`src/rtl/axis_seq_checker_pkg.sv`:
```
// Shared definitions for the AXI-Stream sequence checker: FSM encodings and LFSR taps.
package axis_seq_checker_pkg;

  typedef enum logic [1:0] {
    ST_IDLE  = 2'd0,
    ST_SYNC  = 2'd1,
    ST_CHECK = 2'd2
  } state_t;

  // Fibonacci taps 16,14,13,11 expressed as a mask over state bits [15],[13],[12],[10].
  localparam logic [15:0] LFSR_TAPS = 16'hB400;

endpackage

```
`src/rtl/axis_seq_checker_lfsr16.sv`:
```
// 16-bit Fibonacci LFSR used as the pseudo-random backpressure source (module axis_lfsr16).
module axis_lfsr16
  import axis_seq_checker_pkg::*;
(
  input  logic        clk,
  input  logic        reset,
  input  logic [15:0] seed,
  input  logic        advance,
  output logic [15:0] state
);

  always_ff @(posedge clk) begin
    if (reset) begin
      state <= seed;
    end else if (advance) begin
      state <= {state[14:0], ^(state & LFSR_TAPS)};
    end
  end

endmodule

```
`config.mk`:
```
export PLATFORM = sky130hd
export DESIGN_NAME = axis_lfsr16
export DESIGN_NICKNAME = d
export VERILOG_FILES = /design/src/rtl/axis_seq_checker_pkg.sv /design/src/rtl/axis_seq_checker_lfsr16.sv
export SDC_FILE = /design/constraint.sdc
export NUM_CORES = 1
export LEC_CHECK = 0
export CAP_MARGIN = 10
export CORE_MARGIN = 4
export CORE_UTILIZATION = 35
export DETAILED_ROUTE_END_ITERATION = 12
export GPL_ROUTABILITY_DRIVEN = 0
export PLACE_DENSITY_LB_ADDON = 0.15
export SYNTH_ARGS = -nofsm -noshare
export SYNTH_HDL_FRONTEND = slang
export SYNTH_SLANG_ARGS = --single-unit
```
`constraint.sdc`:
```
create_clock -name clk -period 1.75 [get_ports clk]
set_clock_uncertainty 0.15 [all_clocks]
set_input_delay 0.35 -clock clk [delete_from_list [all_inputs] [get_ports clk]]
set_output_delay 0.35 -clock clk [all_outputs]
set_load 0.02 [all_outputs]
```
# Yosys cells after proc, flatten, opt, wreduce, memory -nomap -nowiden
# Cells that the tools add are included.
# word_totals
output_inout_bits,16
input_bits,19
register_bits,16
# classes
n_mux,2
reduce_logical,2
# op_table
cell,n
2-to-1 mux 16 bit,2
XOR reduction 16 bit,1
nonzero test 2 bit,1

# Depth between registers and ports, before layout
# logic_depth
depth_word,3
ltp_mapped,4
mapped_depth_nobuf,3

# Worst setup path after synthesis
# No wires, ideal clock.
# synth_path
path_kind,input -> register
from,in reset
to,reg state[0] (enable)
setup_time_ns,0.373
arrival_ns,1.017
setup_slack_ns,0.210
t_required_ns,1.227
stages,3
path_cell_list,buf_6 > buf_12 > or2_1
# synth_via
elab_chain_len,1
# synth_rtl
item,line,text
from (decl),axis_seq_checker_lfsr16.sv:6,"input logic reset,"
nonzero test 2 bit (no source line),-,
to (signal assigned),axis_seq_checker_lfsr16.sv:16,"state <= {state[14:0], ^(state & LFSR_TAPS)};"
to (decl),axis_seq_checker_lfsr16.sv:9,output logic [15:0] state
# No other way between the ends.
# A chain may end at the register's enable or synchronous reset.

# Final worst setup path
# layout_path
from,reg state[10]
to,out state[10]
# No word-level cell between the ends.

==> run_results.csv <==
group,metric,value,unit
timing,fin_crit,1.57,ns
yosys,synth_seq_cells,16,
yosys,synth_cells,39,
power_and_ir_drop,p_comb_share,27.2,%
cts,post_cts_buffers,0,
worst_hold_path,hold_path_class,"register to register",
yosys,async_flop_share,0,%
setup_path,setup.worst_path.end_class,"output pin",
layout,area_growth,54.5,%
layout,reg_top3,"state x16",
layout,layout.cells.non_filler,103,
layout,post-route-util,57.8,%
routing,drtIter0Drc,0,
power_and_ir_drop,p_total,0.942,mW
setup_path,crit_fanout,3,
routing,drcViolationCount,0,
setup_path,crit_start,"state[10]",
yosys,yosysMostFrequentCell,"edfxtp_1",
power_and_ir_drop,power.share.switching,25.4,%
floorplan,initial_core_util,37.4,%
cts,path_clk_slew,0.09,ns
setup_path,critical_path_class,"register to output pin",
grt,grt.total_usage,10.1,%
timing,tightest_slew,0.233,ns
yosys,netlist_top_cells_area,"edfxtp_1 64%, mux2_4 14%, mux2_2 12%, xnor2_1 3.5%, buf_12 2.7%",
power_and_ir_drop,pwr-share-seq,53.3,%
yosys,synth_commonest_cells,"16 x edfxtp_1, 8 x mux2_2, 7 x mux2_4, 3 x xnor2_1",
power_and_ir_drop,clkPwrFrac,19.5,%
yosys,ys_types,9,
routing,drt-pass1-iter-count,1,
grt,antenna_found_initial,0,
yosys,synth-edff-count,16,
setup_path,path_depth,1,
yosys,syn_nets,58,
power_and_ir_drop,leakagePower,0.500,nW
floorplan,pin_count,35,
setup_path,max_stage_delay,0.45,ns
floorplan,coreArea,2000,µm²
floorplan,die-area,2940,µm²
floorplan,die_h,54.2,µm
routing,ant_nets,0,
yosys,netlist_area,748,µm²
setup_path,critPathSlowestCell,"edfxtp_1",
cts,clk_path_buf_depth,2,
cts,numCtsBuffers,3,
grt,grt_pass1_vias,460,
layout,stdcell_area,1160,µm²
yosys,avgSynthCellArea,19.2,µm²
layout,largest_reg_flops,16,
setup_path,r2r_slack,0.45,ns
routing,via_per_inst,4.48,
setup_path,endpoint,"state[10]",
setup_path,path_buf_inv,1,
yosys,ys.flop_type,"edfxtp_1",
cts,htreeDepth,1,
cts,root_buffer,"clkbuf_4",
grt,grt_max_degree,19,
yosys,yosys_warnings,0,
timing,fin_ws,0.180,ns
power_and_ir_drop,internal_power,0.703,mW
routing,wire_per_inst,14.2,µm
yosys,yosysSeqAreaShare,64.2,%
worst_hold_path,hold_depth,1,
timing,fin_crit_sh,89.7,%
status,status,"finished clean",
setup_path,crit_chain,"dlygate4sd2_1",
floorplan,rows,16,
timing,holdWs,0.438,ns
power_and_ir_drop,p_switching,0.239,mW
setup_path,crit_family,"flip-flops",
layout,drive_gt1_share,26.3,%
setup_path,arrival,1.07,ns
grt,globalRoute.totalOverflow,0,
routing,wl,1.47,mm
yosys,synth_top_area_share,64.2,%
grt,grt_pass1_wl,2.11,mm
cts,clk_latency,0.27,ns
setup_path,reg2reg_depth,3,
setup_path,r2r_end,"state[0]",
timing,slew_violations,0,
job,maxCapViolCount,0,
setup_path,cp-start-kind,"register",
yosys,yosysTopAreaCell,"edfxtp_1",
timing,fin_setup_tns,0,ns
routing,vias,461,
cts,cts_tree,"yes",
layout,diodes,0,
placed_design,portBuffers,34,
placed_design,place_inst,100,
power_and_ir_drop,peakVddDrop,0.428,mV
timing,final-setup-viol-count,0,
setup_path,required,1.25,ns
timing,max_clock_freq,637,MHz
placed_design,postPlaceCellArea,1130,µm²
power_and_ir_drop,p_per_area,815,nW/µm²
floorplan,die_w,54.2,µm
timing,hold_viol,0,
layout,nets,97,
layout,top_register,"state",
timing,rsz0062_at_grt,"false",
setup_path,r2r-start,"state[10]",
placed_design,dp_slack,-0.0643,ns
cts,clock-sinks,16,
timing,max_slew_margin,84.4,%
[how the worst min path moves through the flow]
stage / start / endpoint / slack, ns
after floorplan: seed[0] / state[0] / 0.39
after global placement: state[11] / state[12] / 0.42
after detailed placement: state[8] / state[9] / 0.42
after global routing: state[9] / state[10] / 0.45
after CTS: state[11] / state[12] / 0.45
final: state[1] / state[2] / 0.44
[cell families (layout without fill, tap and decap cells)]
group                  Yosys count  in the layout  share of synthesized area (%)
multiplexers                    15             15                           26.1
AND/OR/NAND/NOR                  2              2                           1.34
XOR/XNOR                         3              3                           3.51
AO/OA/AOI/OAI                    1              1                          0.668
flip-flops                      16             16                           64.2
buffers and inverters            2             39                           4.18
[what timing repair did]
action	CTS	global route
endpoints found under the setup margin	10	6
hold buffers	0	0
resized for setup	10	6
[area by class of cell]
cell class	count	area, µm²
fillers	165	846
repair buffers	36	383
well taps	27	33.8
clock buffers	3	22.5
multi-input cells	21	236
flip-flops and latches	16	480
[layout by cell type (no fill, tap or decap)]
cell             Yosys  routed
buf_12               1       2
clkbuf_4             0       3
clkdlybuf4s50_1      0      18
dlygate4sd2_1        0      10
dlymetal6s2s_1       0       6
edfxtp_1            16      16
mux2_2               8       8
mux2_4               7       7
nand2_1              1       1
o21ai_0              1       1
or2_1                1       1
xnor2_1              3       3
[layer usage]
metal	vias up	global-route usage [%]	wire length, µm
met4	0	3.73	0
met5	-	0	0
li1	225	-	-
met3	0	1.63	112
met2	25	15.9	651
met1	211	13.9	702
[power by group through the flow]
stage          sequential (mW)  combinational, mW  clock, mW
2_1_floorplan            0.564             0.0853          0
3_3_place_gp             0.513              0.277          0
3_5_place_dp             0.513              0.279          0
4_1_cts                  0.504              0.263      0.188
5_1_grt                  0.510              0.273      0.205
6_report                 0.502              0.256      0.184
[worst register-to-register path: cells and delay by family (launching register included)]
family                    cells  cell delay, ns
xor gates and xnor gates      2            0.35
AOI/OAI and AO/OA             1            0.10
DFF                           1            0.45
No activity file was read; power rests on OpenSTA's default activity.
